**src/rtl/instr_fetch_unit_pkg.sv**
```systemverilog
// Shared types and constants for the instruction fetch unit.
//   IFU_XLEN            : PC / instruction width carried in the fetch buffer
//   INSTR_MEM_TAG_WIDTH : width of the request/response epoch tag
//   fetch_entry_t       : one buffered {pc, instr} pair
//   align_word()        : clears the sub-word byte-offset bits of an address
package instr_fetch_unit_pkg;

    localparam int unsigned IFU_XLEN            = 32;
    localparam int unsigned INSTR_MEM_TAG_WIDTH = 2;

    typedef struct packed {
        logic [IFU_XLEN-1:0] pc;
        logic [IFU_XLEN-1:0] instr;
    } fetch_entry_t;

    // Word-align an address by masking bits [1:0].
    function automatic logic [IFU_XLEN-1:0] align_word(input logic [IFU_XLEN-1:0] addr);
        return addr & ~IFU_XLEN'(3);
    endfunction

endpackage

```
**src/rtl/instr_fetch_unit_fetch_fifo.sv**
```systemverilog
// Synchronous FIFO of fetch_entry_t used as the fetch buffer.
// Ports:
//   clk, rst_n          : clock, synchronous active-low reset
//   push, push_data     : write one entry (ignored while flush is high)
//   pop                 : remove the head entry (ignored when empty or flushing)
//   flush               : discard all contents
//   head                : current head entry (valid only when !empty)
//   count, full, empty  : occupancy status
module fetch_fifo
    import instr_fetch_unit_pkg::*;
#(
    parameter  int unsigned DEPTH = 4,
    localparam int unsigned PTR_W = $clog2(DEPTH),
    localparam int unsigned CNT_W = PTR_W + 1
) (
    input  logic             clk,
    input  logic             rst_n,
    input  logic             push,
    input  fetch_entry_t     push_data,
    input  logic             pop,
    input  logic             flush,
    output fetch_entry_t     head,
    output logic [CNT_W-1:0] count,
    output logic             full,
    output logic             empty
);

    fetch_entry_t     mem_q [DEPTH];
    logic [PTR_W-1:0] wr_ptr_q;
    logic [PTR_W-1:0] rd_ptr_q;
    logic [CNT_W-1:0] count_q;
    logic             do_push;
    logic             do_pop;

    assign empty   = (count_q == '0);
    assign full    = (count_q == CNT_W'(DEPTH));
    assign count   = count_q;
    assign head    = mem_q[rd_ptr_q];
    assign do_push = push & ~flush;
    assign do_pop  = pop & ~empty & ~flush;

    // Pointers and occupancy; power-of-two depth lets pointers wrap naturally.
    always_ff @(posedge clk) begin
        if (!rst_n || flush) begin
            wr_ptr_q <= '0;
            rd_ptr_q <= '0;
            count_q  <= '0;
        end else begin
            if (do_push) wr_ptr_q <= wr_ptr_q + PTR_W'(1);
            if (do_pop)  rd_ptr_q <= rd_ptr_q + PTR_W'(1);
            count_q <= count_q + CNT_W'(do_push) - CNT_W'(do_pop);
        end
    end

    // Storage array; contents are don't-care while empty, so no reset.
    always_ff @(posedge clk) begin
        if (do_push) mem_q[wr_ptr_q] <= push_data;
    end

    // Upstream credit logic must never push into a full buffer.
    a_no_push_when_full: assert property (@(posedge clk) disable iff (!rst_n) !(do_push && full))
        else $error("fetch_fifo: push into full buffer");

endmodule

```
**src/rtl/instr_fetch_unit.sv**
```systemverilog
// Instruction fetch unit: requester side of the instruction-memory read port.
// Holds the PC, issues one word read at a time, accepts epoch-tagged responses,
// buffers {pc, instr} pairs and presents them to decode with valid/ready.
// Ports:
//   clk, rst_n                              : clock, synchronous active-low reset
//   fetch_en                                : allow new requests
//   redirect_valid, redirect_pc             : flush and restart fetching at redirect_pc
//   mem_raddr, mem_rvalid, mem_rtag         : request to instruction memory
//   mem_rdata, mem_rvalid_in, mem_rtag_in   : response from instruction memory
//   if_valid, if_pc, if_instr, if_ready     : fetch buffer head towards decode
module instr_fetch_unit
    import instr_fetch_unit_pkg::*;
#(
    parameter int unsigned     XLEN       = IFU_XLEN,
    parameter int unsigned     ADDR_WIDTH = 12,
    parameter int unsigned     FIFO_DEPTH = 4,
    parameter logic [XLEN-1:0] RESET_PC   = '0
) (
    input  logic                           clk,
    input  logic                           rst_n,
    input  logic                           fetch_en,
    input  logic                           redirect_valid,
    input  logic [XLEN-1:0]                redirect_pc,
    output logic [ADDR_WIDTH-1:0]          mem_raddr,
    output logic                           mem_rvalid,
    output logic [INSTR_MEM_TAG_WIDTH-1:0] mem_rtag,
    input  logic [XLEN-1:0]                mem_rdata,
    input  logic                           mem_rvalid_in,
    input  logic [INSTR_MEM_TAG_WIDTH-1:0] mem_rtag_in,
    output logic                           if_valid,
    output logic [XLEN-1:0]                if_pc,
    output logic [XLEN-1:0]                if_instr,
    input  logic                           if_ready
);

    localparam int unsigned TAG_W = INSTR_MEM_TAG_WIDTH;
    localparam int unsigned CNT_W = $clog2(FIFO_DEPTH) + 1;

    logic [XLEN-1:0]  pc_q;
    logic [XLEN-1:0]  req_pc_q;
    logic [TAG_W-1:0] epoch_q;
    logic             inflight_q;

    logic             issue;
    logic             credit_ok;
    logic             resp_take;
    logic             fifo_pop;
    logic [CNT_W-1:0] fifo_count;
    logic             fifo_full;
    logic             fifo_empty;
    fetch_entry_t     fifo_head;
    fetch_entry_t     fifo_wdata;

    // An outstanding request reserves a buffer slot so its response always fits.
    assign credit_ok = (32'(fifo_count) + 32'(inflight_q)) < FIFO_DEPTH;
    assign issue     = rst_n & fetch_en & ~redirect_valid & ~fifo_full & credit_ok;

    assign mem_rvalid = issue;
    assign mem_raddr  = pc_q[ADDR_WIDTH-1:0];
    assign mem_rtag   = epoch_q;

    // Response valid may be held high by memory; only a live, current-epoch request is accepted.
    assign resp_take  = inflight_q & mem_rvalid_in & (mem_rtag_in == epoch_q) & ~redirect_valid;
    assign fifo_wdata = '{pc: req_pc_q, instr: mem_rdata};

    assign if_valid = rst_n & ~fifo_empty;
    assign if_pc    = if_valid ? fifo_head.pc    : '0;
    assign if_instr = if_valid ? fifo_head.instr : '0;
    assign fifo_pop = if_valid & if_ready;

    // PC, epoch and outstanding-request tracking; redirect outranks issue.
    always_ff @(posedge clk) begin
        if (!rst_n) begin
            pc_q       <= align_word(RESET_PC);
            req_pc_q   <= '0;
            epoch_q    <= '0;
            inflight_q <= 1'b0;
        end else if (redirect_valid) begin
            pc_q       <= align_word(redirect_pc);
            epoch_q    <= epoch_q + TAG_W'(1);
            inflight_q <= 1'b0;
        end else begin
            inflight_q <= issue;
            if (issue) begin
                req_pc_q <= pc_q;
                pc_q     <= pc_q + XLEN'(4);
            end
        end
    end

    fetch_fifo #(
        .DEPTH (FIFO_DEPTH)
    ) u_fifo (
        .clk       (clk),
        .rst_n     (rst_n),
        .push      (resp_take),
        .push_data (fifo_wdata),
        .pop       (fifo_pop),
        .flush     (redirect_valid),
        .head      (fifo_head),
        .count     (fifo_count),
        .full      (fifo_full),
        .empty     (fifo_empty)
    );

endmodule

```
**config.mk**
```make
export PLATFORM = sky130hd
export DESIGN_NAME = instr_fetch_unit
export DESIGN_NICKNAME = d
export VERILOG_FILES = /design/src/rtl/instr_fetch_unit_pkg.sv /design/src/rtl/instr_fetch_unit_fetch_fifo.sv /design/src/rtl/instr_fetch_unit.sv
export SDC_FILE = /design/constraint.sdc
export NUM_CORES = 1
export LEC_CHECK = 0
export ABC_AREA = 0
export CORE_MARGIN = 4
export CORE_UTILIZATION = 25
export CTS_BUF_LIST = sky130_fd_sc_hd__clkbuf_16
export DETAILED_ROUTE_END_ITERATION = 8
export SETUP_SLACK_MARGIN = 0.02
export SLEW_MARGIN = 10
export SYNTH_ARGS = -nofsm -noshare
export SYNTH_HDL_FRONTEND = slang
export SYNTH_HIERARCHICAL = 1
export SYNTH_SLANG_ARGS = --single-unit
```
**constraint.sdc**
```tcl
create_clock -name clk -period 5 [get_ports clk]
set_input_delay 0.75 -clock clk [delete_from_list [all_inputs] [get_ports clk]]
set_output_delay 0.75 -clock clk [all_outputs]
set_load 0.1 [all_outputs]
```
# Word level (Yosys, flattened, before mapping)
# Memory sizes are Yosys's and may differ from the RTL's. A register that Yosys moved wholly into a read port is not among the register bits.
# Cells that the tools add are included.
# W data, S select, Z words.
[op_classes]
muxes = 8
n_addsub = 7
bitwise_logic = 16
n_lt_le_gt_ge = 1
n_reduce_logical = 6
n_eq_ne = 2
[ops]
columns = ["op", "count"]
rows = [
  ["$mux W32", 4],
  ["$add A32 B3 Y32 const B", 1],
  ["$and A1 B1 Y1", 12],
  ["$add A2 B1 Y2 const B", 3],
  ["$add A3 B1 Y4", 1],
  ["$lt A4 B3 Y1 const B", 1],
  ["$mux W2", 2],
  ["$not A1 Y1", 4],
  ["$add A3 B1 Y3", 1],
  ["$eq A3 B3 Y1 const B", 1],
  ["$logic_not A3 Y1", 1],
  ["$sub A3 B1 Y3", 1],
  ["$eq A2 B2 Y1", 1],
  ["$mux W1", 2],
  ["$reduce_and A2 Y1", 1],
  ["$reduce_bool A2 Y1", 1],
  ["$reduce_or A2 Y1", 1],
  ["$logic_not A1 Y1", 1],
  ["$logic_or A1 B1 Y1", 1],
]
[word_totals]
word_cells = 49
mem_count = 1
mem_bits_rw = 256
out_inout_bits = 80
register_bits = 74
in_bits = 72
[mem_list]
columns = ["memory", "words", "width", "rd", "rd_clocked_by_memory_dff", "wr", "line", "text"]
rows = [
  ["u_fifo.mem_q", 4, 64, 1, 1, 1, "instr_fetch_unit_fetch_fifo.sv:28", "fetch_entry_t mem_q [DEPTH];"],
]

# Depth between registers and ports, before layout
[logic_depth]
ltp_word = 8
ltp_mapped = 14
depth_no_buf = 12

# Cells and area by module
# Netlist, hierarchy kept.
[modules_own_cells]
columns = ["mod", "n_inst", "area_per_inst_um2", "seq_area_each_um2", "cells_each"]
rows = [
  ["fetch_fifo", 1, 9800.6, 7867.5, 382],
  ["instr_fetch_unit", 1, 3414.5, 1261.2, 458],
]

# Least setup slack after synthesis
# Ideal clock, no wire load.
[synth_path]
path_kind = "flip-flop to flip-flop"
startpoint = "reg epoch_q[1], in the netlist mem_rtag[1]"
endpoint = "mem u_fifo/mem_q[0][0] (netlist name) (enable)"
path_buffers = 0
slack_ps = 1206
required_ps = 4571
path_stages_with_launch = 6
period_less_slack_ps = 3794
setup_ps = 429
arrival_time_ps = 3365
cell_sequence = "dfxtp_1 xnor2_1 nand3_1 nor3_1 nor2b_1 and2_1"
[synth_via]
elab_chain_len = 6
[synth_lines]
columns = ["item", "line", "text"]
rows = [
  ["start: declaration", "instr_fetch_unit.sv:41", "logic [TAG_W-1:0] epoch_q;"],
  ["start signal: assignment", "instr_fetch_unit.sv:80", "epoch_q <= epoch_q + TAG_W'(1);"],
  ["$eq A2 B2 Y1", "instr_fetch_unit.sv:63", "assign resp_take = inflight_q & mem_rvalid_in & (mem_rtag_in == epoch_q) & ~redirect_valid;"],
  ["$and A1 B1 Y1 (2 in a row)", "instr_fetch_unit.sv:63", ""],
  ["named net resp_take", "instr_fetch_unit.sv:46", "logic resp_take;"],
  ["$and A1 B1 Y1", "instr_fetch_unit_fetch_fifo.sv:39", "assign do_push = push & ~flush;"],
  ["$mux W1", "instr_fetch_unit_fetch_fifo.sv:57", "if (do_push) mem_q[wr_ptr_q] <= push_data;"],
  ["$mux W1 (not written as such)", "instr_fetch_unit_fetch_fifo.sv:57", ""],
  ["end: declaration", "instr_fetch_unit_fetch_fifo.sv:28", ""],
]
# The timed path passes the listed nets, and every way through them passes these cells.

# Final worst setup path
[layout_path]
startpoint = "in rst_n"
endpoint = "out mem_rvalid"
[layout_via]
elab_chain_len = 4
[layout_lines]
columns = ["item", "line", "text"]
rows = [
  ["start: declaration", "instr_fetch_unit.sv:20", "input logic rst_n,"],
  ["$and A1 B1 Y1 (4 in a row)", "instr_fetch_unit.sv:56", "assign issue = rst_n & fetch_en & ~redirect_valid & ~fifo_full & credit_ok;"],
  ["end: declaration", "instr_fetch_unit.sv:25", "output logic mem_rvalid,"],
]
# No other way between the ends.

==> key figures <==
Yosys
  • Cell variety after synth: 63
  • Ys async rst share: 0%
  • Synth Cell Area: 0.0132 sq mm
  • Post-synthesis cell count: 840
  • Number of synthesized flops with an enable pin: 256
  • FF+latch count, synth: 328
  • Average cell area after synthesis: 15.7 sq um
  • Top FF cell, synth: edfxtp_1
  • Register area share after synthesis: 69.1%
  • Ys Warns: 6

Critical path
  • CP Launch Type: primary input
  • Critical path cell sequence: clkdlybuf4s50_1, buf_4, nand4bb_1, or3_2, inv_2, buf_12
  • WS Path Type: primary input to primary output
  • CP Capture Type: primary output
  • Kind of cell adding the most delay to the critical path: buffers and inverters
  • Buf/Inv on CP: 4
  • Req. time, crit path: 4.25 ns
  • CP max FO: 30
  • Largest stage delay on the critical path: 0.72 ns
  • CP arrival: 2.98 ns
  • Slowest-stage cell, CP: or3_2

Route
  • Met2 Routed Length: 14500 um
  • Total vias in the final route: 7575
  • DR DRC count: 0
  • Top layer in use: met4
  • Post-DRT Antenna Nets: 0
  • Drt via density: 4.46
  • Drt pass-1 iters: 5
  • Avg WL per Cell: 18.3 um
  • Met3 routed WL: 1800 um
  • Initial DRC Count: 518
  • Total Wirelength: 31000 um
  • Wl on met1: 14000 um

Timing
  • Final Hold Fails: 0
  • F_max: 268 MHz
  • Period utilization: 74.5%
  • Final setup violation count: 0
  • Setup TNS Final: 0 ns
  • Unrepaired setup endpoints after global routing: false
  • Slew @ Worst Pin: 1.10 ns
  • WHS: 0.487 ns
  • Final worst path period need: 3.73 ns
  • Slew Limit Headroom: 26.4%
  • Setup Skew: 0.0167 ns
  • Slew Limit Fails: 0

Floorplanning
  • Starting Density: 25.5%
  • Core Region: 0.0518 sq mm
  • Number of core rows: 83
  • DIE WIDTH: 238 um
  • Chip Height: 238 um
  • Boundary Pins: 152
  • Die Area: 0.0566 sq mm

Cells and area
  • Nets: 1070
  • Share of cells above drive strength 1: 20.2%
  • Diode count: 0
  • Area growth from synthesis to final layout: 29.7%

Clock tree
  • H-tree Lvls: 2
  • Worst-Skew Late Latency: 0.53 ns
  • Post-cts sizing count: 0
  • # hold bufs at CTS: 0
  • # Post-CTS Setup Buffers: 0
  • Root buf cell: clkbuf_16
  • TritonCTS clock tree: yes
  • Clock-pin slew on the worst setup and hold paths: 0.06 ns
  • CTS Sinks: 328
  • Clock buffer depth: 3
  • Num CTS Buffers: 38

Global route
  • GRT Overall Usage: 10.8%
  • Largest net degree at the start of global routing: 65
  • Total gr overflow: 0
  • Number of global-route vias before repair: 7667
  • First-pass GRT wire length: 47000 um
  • Initial antenna violation count: 0

Placed design
  • Post-DP HPWL: 18800 um
  • IO Port Bufs: 147
  • Routability Congestion: 0.771

Run
  • Max_cap viols: 0

Power and ir drop
  • Power per Cell Area: 342 mW/mm^2
  • LEAKAGE: 5.72 nW
  • Peak supply drop: 0.000172 V

Run status
  • Status: finished, final reports clean

Min path
  • Worst min path class: flip-flop to flip-flop
-- cell families after synthesis --
group	Yosys count	synth area share (%)
other cells	1	0.0284
compound gates	98	4.80
mux	69	11.4
simple gates	254	9.87
buf+inv	74	3.38
xor+xnor	8	0.634
flops	328	69.1
fa+ha+maj	8	0.814
-- placed cells by master (no fill, tap or decap), drive strengths merged, types with 6 or more instances in the layout --
cell	n
and2	74
o21ai	10
and3	8
or3	6
nand2	90
conb	10
o211ai	6
edfxtp	256
buf	78
clkdlybuf4s50	81
dfxtp	72
ha	7
a21oi	43
nor3	7
mux4	64
clkinv	11
nand3	21
nor2	22
inv	30
clkbuf	40
-- layout make-up --
| type | count | area [sq um] |
|---|---|---|
| Fill cell | 4971 | 34700 |
| Sequential cell | 328 | 9140 |
| Multi-Input combinational cell | 447 | 3690 |
| Timing Repair Buffer | 159 | 2200 |
| Clock buffer | 40 | 1000 |
| Tap cell | 680 | 851 |
| Clock inverter | 28 | 205 |
| Inverter | 16 | 60.1 |
-- worst reg2reg max path, cell delays in order (launching register included) --
cell and delay, ns:
dfxtp_1 0.49, nor3b_1 0.09, nand4bb_1 0.16, or3_2 0.72, inv_2 0.40, nand3_1 0.42
o311a_1 0.47, or2_2 0.29
-- power by group --
part           leakage (nW)  switching [mW]  internal [mW]
sequential             2.99          0.0316           2.94
combinational          2.10           0.132         0.0884
clock                 0.633            1.07           1.60
total                  5.72            1.23           4.63
-- Yosys cell counts (2+ instances only) --
cell type  number  area (sq um)
edfxtp_1      256          7690
nand2_1        90           338
and2_1         74           463
dfxtp_1        72          1440
mux4_2         60          1350
a21oi_1        43           215
clkbuf_1       23          86.3
nor2_1         22          82.6
nand3_1        21           105
inv_1          14          52.6
buf_4          13          97.6
buf_2          11          55.1
o21ai_0        10          50.1
and3_1          8          50.1
ha_1            7          87.6
nor3_1          7          35.0
buf_12          6           120
o211ai_1        6          45.0
or3_1           6          37.5
mux2i_1         5          50.1
nand4_1         5          31.3
or4_1           5          37.5
xnor2_1         5          43.8
a31oi_1         4          25.0
and4_1          4          35.0
mux4_1          4           105
o21a_1          4          30.0
a32oi_1         3          26.3
buf_1           3          11.3
nor4_1          3          18.8
o311a_1         3          30.0
o311ai_0        3          26.3
o41ai_1         3          26.3
a21boi_0        2          15.0
a22oi_1         2          15.0
inv_2           2          7.51
nand3b_1        2          15.0
o31a_1          2          17.5
or3b_2          2          17.5
xor2_1          2          17.5
-- per-stage QoR --
stage | util, % | setup slack (ns) | total power [mW] | area, sq um | cells
floorplan | - | 1.21 | 3.15 | 13200 | 849
global placement | 30.8 | 0.996 | 3.25 | 15900 | 1630
detailed placement | 30.8 | 0.972 | 3.25 | 15900 | 1630
CTS | 33.1 | 1.25 | 5.96 | 17100 | 1698
global route | 33.1 | 1.11 | 6.09 | 17100 | 1698
finish | 33.1 | 1.27 | 5.86 | 17100 | 1698
-- registers in the layout (all words and copies together) (netlist names), named ones only --
| name | count |
|---|---|
| mem_rtag | 2 |
| u_fifo/count | 3 |
| inflight_q | 1 |
| req_pc_q | 30 |
| u_fifo/rd_ptr_q | 2 |
| pc_q | 30 |
| u_fifo/wr_ptr_q | 2 |
| u_fifo/mem_q | 256 |
-- metal layers --
layer | vias up | GRT usage, %
met5 | - | 0
met4 | 0 | 3.66
met3 | 51 | 2.43
met2 | 206 | 17.2
met1 | 3827 | 14.6
li1 | 3491 | -
-- path summary, 6_finish.rpt --
kind	from	to	slack [ns]	cells past startpoint
min	pc_q[12]	req_pc_q[12]	0.49	2
max reg2reg	u_fifo/count[1]	pc_q[28]	1.86	7
min reg2reg	pc_q[12]	req_pc_q[12]	0.49	2
max	rst_n	mem_rvalid	1.27	6
No activity file was read; power rests on OpenSTA's default activity.
